File: src/rtl/coin_acceptor.sv
// Coin slot front-end: synchronises and debounces three raw sensors and turns each
// clean insertion into one registered pulse (accepted coin, reject or jam).
module coin_acceptor #(
    parameter int DEBOUNCE   = 4,
    parameter int GAP_CYCLES = 8,
    parameter int CNT_W      = 8
) (
    input  logic clk,
    input  logic reset,
    input  logic s5,
    input  logic s10,
    input  logic s20,
    input  logic accept_en,
    output logic c5,
    output logic c10,
    output logic c20,
    output logic coin_reject,
    output logic jam,
    output logic busy
);

    typedef enum logic [1:0] {
        IDLE    = 2'd0,
        RELEASE = 2'd1,
        GAP     = 2'd2
    } state_t;

    // Number of set bits in a 3-bit channel vector.
    function automatic logic [1:0] count3(input logic [2:0] v);
        count3 = {1'b0, v[0]} + {1'b0, v[1]} + {1'b0, v[2]};
    endfunction

    logic [2:0]       sync1_r;
    logic [2:0]       sync2_r;
    logic [2:0]       stable_r;
    logic [2:0]       rise_r;
    logic [CNT_W-1:0] cnt_r [3];

    state_t           state_r;
    state_t           state_nx_s;
    logic [CNT_W-1:0] gap_r;
    logic [CNT_W-1:0] gap_nx_s;

    logic [1:0]       n_rise_s;
    logic             any_rise_s;
    logic             one_rise_s;

    logic c5_s, c10_s, c20_s, reject_s, jam_s, busy_s;

    // Per-channel synchroniser, debounce counter and rise-event detection.
    always_ff @(posedge clk) begin
        if (reset) begin
            sync1_r  <= 3'b000;
            sync2_r  <= 3'b000;
            stable_r <= 3'b000;
            rise_r   <= 3'b000;
            for (int i = 0; i < 3; i++) begin
                cnt_r[i] <= '0;
            end
        end else begin
            sync1_r <= {s20, s10, s5};
            sync2_r <= sync1_r;
            rise_r  <= 3'b000;
            for (int i = 0; i < 3; i++) begin
                if (sync2_r[i] == stable_r[i]) begin
                    cnt_r[i] <= '0;
                end else if (cnt_r[i] == CNT_W'(DEBOUNCE - 1)) begin
                    // Sample has differed for DEBOUNCE cycles: commit it.
                    cnt_r[i]    <= '0;
                    stable_r[i] <= sync2_r[i];
                    rise_r[i]   <= sync2_r[i];
                end else begin
                    cnt_r[i] <= cnt_r[i] + CNT_W'(1);
                end
            end
        end
    end

    assign n_rise_s   = count3(rise_r);
    assign any_rise_s = (n_rise_s != 2'd0);
    assign one_rise_s = (n_rise_s == 2'd1);

    // State register and gap counter.
    always_ff @(posedge clk) begin
        if (reset) begin
            state_r <= IDLE;
            gap_r   <= '0;
        end else begin
            state_r <= state_nx_s;
            gap_r   <= gap_nx_s;
        end
    end

    // Next-state logic; any new rise outside IDLE restarts the release wait.
    always_comb begin
        state_nx_s = state_r;
        gap_nx_s   = gap_r;
        case (state_r)
            IDLE: begin
                if (any_rise_s) begin
                    state_nx_s = RELEASE;
                end else begin
                    state_nx_s = IDLE;
                end
            end
            RELEASE: begin
                if (any_rise_s) begin
                    state_nx_s = RELEASE;
                end else if (stable_r == 3'b000) begin
                    state_nx_s = GAP;
                    gap_nx_s   = CNT_W'(GAP_CYCLES);
                end else begin
                    state_nx_s = RELEASE;
                end
            end
            GAP: begin
                if (any_rise_s) begin
                    state_nx_s = RELEASE;
                end else begin
                    gap_nx_s = gap_r - CNT_W'(1);
                    if (gap_r == CNT_W'(1)) begin
                        state_nx_s = IDLE;
                    end else begin
                        state_nx_s = GAP;
                    end
                end
            end
            default: begin
                state_nx_s = IDLE;
                gap_nx_s   = '0;
            end
        endcase
    end

    // Output decode for the next registered output values.
    always_comb begin
        c5_s     = 1'b0;
        c10_s    = 1'b0;
        c20_s    = 1'b0;
        reject_s = 1'b0;
        jam_s    = 1'b0;
        busy_s   = (state_nx_s != IDLE);
        case (state_r)
            IDLE: begin
                if (one_rise_s) begin
                    if (accept_en) begin
                        c5_s  = rise_r[0];
                        c10_s = rise_r[1];
                        c20_s = rise_r[2];
                    end else begin
                        reject_s = 1'b1;
                    end
                end else begin
                    jam_s = any_rise_s;
                end
            end
            RELEASE, GAP: begin
                jam_s = any_rise_s;
            end
            default: begin
                jam_s = 1'b0;
            end
        endcase
    end

    // Registered outputs.
    always_ff @(posedge clk) begin
        if (reset) begin
            c5          <= 1'b0;
            c10         <= 1'b0;
            c20         <= 1'b0;
            coin_reject <= 1'b0;
            jam         <= 1'b0;
            busy        <= 1'b0;
        end else begin
            c5          <= c5_s;
            c10         <= c10_s;
            c20         <= c20_s;
            coin_reject <= reject_s;
            jam         <= jam_s;
            busy        <= busy_s;
        end
    end

endmodule

File: config.mk
export PLATFORM = sky130hd
export DESIGN_NAME = coin_acceptor
export DESIGN_NICKNAME = d
export VERILOG_FILES = /design/src/rtl/coin_acceptor.sv
export SDC_FILE = /design/constraint.sdc
export NUM_CORES = 1
export LEC_CHECK = 0
export CORE_AREA = 2 2 114 61
export DETAILED_ROUTE_END_ITERATION = 10
export DIE_AREA = 0 0 116 63
export PLACE_DENSITY_LB_ADDON = 0.2
export SYNTH_ARGS = -nofsm -noshare
export SYNTH_HDL_FRONTEND = slang
export SYNTH_SLANG_ARGS = --single-unit
File: constraint.sdc
create_clock -name clk -period 4 [get_ports clk]
set_input_delay 0.6 -clock clk [delete_from_list [all_inputs] [get_ports clk]]
set_output_delay 0.6 -clock clk [all_outputs]
set_load 0.1 [all_outputs]
After elaboration in Yosys (flattened, before gate mapping) --
Memories as Yosys holds them, arrays and structs flattened. Cells that the tools add are included. Widths: inputs -> output; s select.
Word-level totals: register bits after elaboration 28, memory bits (writable) 24, output and inout bits 6, memories kept 1
Operators by class: add/subtract/negate cells 6, equal/unequal tests 13, mux-type cells 57, bitwise operators 18, reductions and logical operators 14
Memories:
- cnt_r | words 3, width 8, rd ports 3, clocked after memory_dff 0, wr ports 3, line 37 | logic [CNT_W-1:0] cnt_r [3];
Operator list (count):
- $mux 8 | 12
- $mux 1 | 38
- $add 8x1->8 const B | 3
- $eq 8x2->1 const B | 3
- $pmux 8 s3 | 1
- $reduce_or 3->1 | 4
- $not 1->1 | 9
- $or 1x1->1 | 9
- $eq 8x1->1 const B | 1
- $mux 2 | 4
- $sub 8x1->8 const B | 1
- $ne 2x2->1 const B | 3
- $pmux 2 s3 | 1
- $reduce_and 2->1 | 3
- $eq 2x1->1 const B | 2
- $reduce_and 4->1 | 1
- $reduce_bool 2->1 | 2
- $reduce_or 4->1 | 1
- $eq 1x1->1 | 3
- $logic_not 3->1 | 1
- $add 1x1->2 | 1
- $add 2x1->2 | 1
- $eq 2x2->1 const B | 1
- $logic_not 2->1 | 1
- other kinds (2) | 2

Logic depth before layout (Yosys ltp) --
An unclocked memory read counts as a cell.
depth after elaboration 8, mapped depth 8

Worst setup path before layout --
OpenSTA, ideal clock, no wires.
path kind register to register, start register rise_r[0], end register gap_r[5], data arrival time 1.769 ns, path slack 2.161 ns, cell stages (with the launch flop) 6, clock period less this slack 1.839 ns, path through dfxtp_1 fa_1 o21ai_0 a22oi_1 or4_1 a21oi_1
On the way: word-level cells in the longest chain between the ends 5, elaborated cells between the ends (all ways) 6
RTL lines:
- start: declaration | line 36 | logic [2:0] rise_r;
- start signal: indexed assignment | line 71 | rise_r[i] <= sync2_r[i];
- $add 1x1->2 (*) | line 30 | count3 = {1'b0, v[0]} + {1'b0, v[1]} + {1'b0, v[2]};
- $add 2x1->2 (*) | line 30
- $reduce_bool 2->1 (*) | line 80 | assign any_rise_s = (n_rise_s != 2'd0);
- $ne 2x2->1 (no line)
- $reduce_and 4->1 (no line) (*)
- end signal: assignment | line 90 | gap_r <= gap_nx_s;
- end: declaration | line 41 | logic [CNT_W-1:0] gap_r;
Mark *: on every way between the ends. The rest lies on a longest branch, timed or not. A chain may end at the register's enable or synchronous reset.

Worst setup path in the final report --
Ends and elaborated chain as after synthesis.

==> reports/results.tsv <==
metric	value	unit
outcome	finished, final reports clean	
CP peak stage delay	860	ps
worst hold path cell count	1	
Syn. warnings	0	
GRT Total Usage	0.126	
async set-reset flop share out of synthesis	0	
PwrDens	365	nW/µm²
initial drt markers	80	
Clock Tree Buf Depth	2	
Hold Path Sink	sync2_r[0]$_SDFF_PP0_	
average wire per cell in the routed design	11.2	µm
worst-skew pair later-pin latency	290	ps
post-route ant nets	0	
FP Rows	21	
first-pass GRT wire length	7070	µm
Final #Nets	289	
Worst Min Path Start	sync1_r[0]$_SDFF_PP0_	
DR vias/cell	4.47	
Critical Path AT	2640	ps
HPWL after DPL	3000	µm
most frequent cell after synthesis	nor2_1	
H-Tree Depth	2	
post-route minimum period	2440	ps
Die H	63	µm
setup TNS	0	ps
CTS tree	built	
die width	116	µm
largest net degree at the start of global routing	22	
Worst Path Buf+Inv	0	
Crit Path Max Fanout	16	
Setup WS pre-CTS	1540	ps
number of synthesized flops with an enable pin	24	
Post-CTS Setup Inserts	0	
total core area	6360	µm²
FF/Latch Area	1280	µm²
Vias	1636	
Period Utilization, post-route	0.609	
RSZ-0062 raised after global routing	no	
Setup CP Type	reg2reg	
clock sinks	52	
Worst setup SP type	flop	
Primary FF master, synth	dfxtp_1	
Final Skew	5.02	ps
initial core utilization	0.387	
cell mode on critical path	o21ai_0	
Peak VDD IR	156	µV
FF-to-FF setup slack	1560	ps
Worst path slowest cell	a22oi_1	
cts hold-fix bufs	0	
Slew Viols, Final	0	
R2R cell count	5	
CP Capture Type	flop	
Num CTS Buffers	5	
WHS	437	ps
gpl congestion	0.793	
Final setup violation count	0	
top cells by area, synth	edfxtp_1 (29%), dfxtp_1 (23%), nor2_1 (5.6%)	
required time worst endpoint	4200	ps
Synth cell types	40	
min setup slack post-route	1560	ps
r2r endpoint	gap_r[5]$_SDFFE_PP0P_	
root buffer cell	clkbuf_16	
fmax	0.410	GHz
Pre-antenna DRT Iters	4	
Total Power	0.00105	W
diodes inserted	0	
share of layout cells above drive strength 1	0.0547	
CTS resizes	0	
drt total wl	4090	µm
Seq/Total Area, Yosys	0.521	
Synth Instances	239	
leakage power	1.06	nW
Post-Syn Area per Cell	10.3	µm²
cell area after placement	2730	µm²
Overflow after GRT	0	
Slew headroom	0.291	
CP cell instances	fa_1 > o21ai_0 > a22oi_1 > o21ai_0 > a21oi_1	
port bufs	11	
flops & latches, synth	52	
multi-input logic area	1180	µm²
Finished Cell Area	2880	µm²
CTS clk-pin slew, worst paths	70	ps
initial antenna violation count	0	
top cells by count, synth	nor2_1 (37), dfxtp_1 (28), edfxtp_1 (24)	
DRC violations left	0	
synthesized area	2460	µm²
R2R Path Start	rise_r[0]$_SDFF_PP0_	
IO Pins	12	
Hold Fails Final Rpt	0	
die area	7310	µm²
post-synth top area share	0.293	
Top Family by Delay on Critical Path	compound AO/OA/AOI/OAI gates	
Area growth syn-to-layout	17.0	%
fillcell total	628	
MaxCap Viol Count	0	
Slew @ Worst Pin	1060	ps
area leader, netlist	edfxtp_1	
vias in the first global route	1429	
hold crit path type	reg2reg	
-- routing by layer --
layer	global-route usage	vias to the layer above	wire length (µm)
li1	-	879	-
met1	0.212	723	2460
met2	0.140	26	1370
met3	0.0466	8	227
met4	0.0327	0	35
met5	0	-	0
-- power breakdown --
group	switching, W	internal (W)
Combinational	0.0000200	0.0000178
Sequential	0.0000125	0.000569
Clock	0.000181	0.000250
-- how the worst max path moves through the flow --
stage	start	endpoint	slack, ps	cells past startpoint
global route	rise_r[0]$_SDFF_PP0_	gap_r[4]$_SDFFE_PP0P_	1330	5
global placement	reset	cnt_r[2][7]$_SDFFCE_PN0P_	1560	3
floorplan	rise_r[0]$_SDFF_PP0_	gap_r[5]$_SDFFE_PP0P_	2160	5
detailed placement	reset	cnt_r[0][5]$_SDFFCE_PN0P_	1540	3
CTS	rise_r[0]$_SDFF_PP0_	gap_r[5]$_SDFFE_PP0P_	1590	5
finish	rise_r[0]$_SDFF_PP0_	gap_r[5]$_SDFFE_PP0P_	1560	5
-- cell usage in the layout (no fill, tap or decap), types with 2 or more instances in the layout --
cell type,n
nor3_1,4
a21oi_1,14
or4b_1,2
or4_1,2
or3_1,6
clkbuf_16,5
ha_1,9
nand3_1,16
o21ai_0,6
and3_1,10
nor2b_1,7
nand3b_1,3
nand2_1,11
xnor2_1,9
clkbuf_1,2
nor4_2,3
nor2_1,37
xor2_1,13
conb_1,24
inv_1,9
clkdlybuf4s50_1,11
edfxtp_1,24
mux2i_1,3
dfxtp_1,28
-- layout make-up --
| type | instances | share of cell area |
|---|---|---|
| Timing Repair Buffer | 12 | 0.0409 |
| Tap cell | 92 | 0.0400 |
| Sequential cell | 52 | 0.445 |
| Multi-Input combinational cell | 193 | 0.411 |
| Clock buffer | 8 | 0.0509 |
| Inverter | 9 | 0.0117 |
-- state kept, by name, summed over array words and instances (netlist names) --
register     count
sync1_r          3
coin_reject      1
cnt_r           24
stable_r         3
c5               1
c10              1
state_r          2
c20              1
sync2_r          3
jam              1
busy             1
rise_r           3
gap_r            8
-- kinds of logic (layout without fill, tap and decap cells) --
kind of cell / count (synthesis) / count (layout) / synth area share
compound gates: 25 / 25 / 0.0560
xor+xnor: 22 / 22 / 0.0784
fa+ha+maj: 10 / 10 / 0.0539
buf+inv: 17 / 29 / 0.0326
flops: 52 / 52 / 0.521
mux: 3 / 3 / 0.0122
other cells: 1 / 24 / 0.00153
simple gates: 109 / 109 / 0.244
-- metrics by stage --
step / instances / util
floorplan: 262 / -
global placement: 358 / 0.430
detailed placement: 358 / 0.430
CTS: 366 / 0.453
global route: 366 / 0.453
finish: 366 / 0.453
No activity file was read; power rests on OpenSTA's default activity.
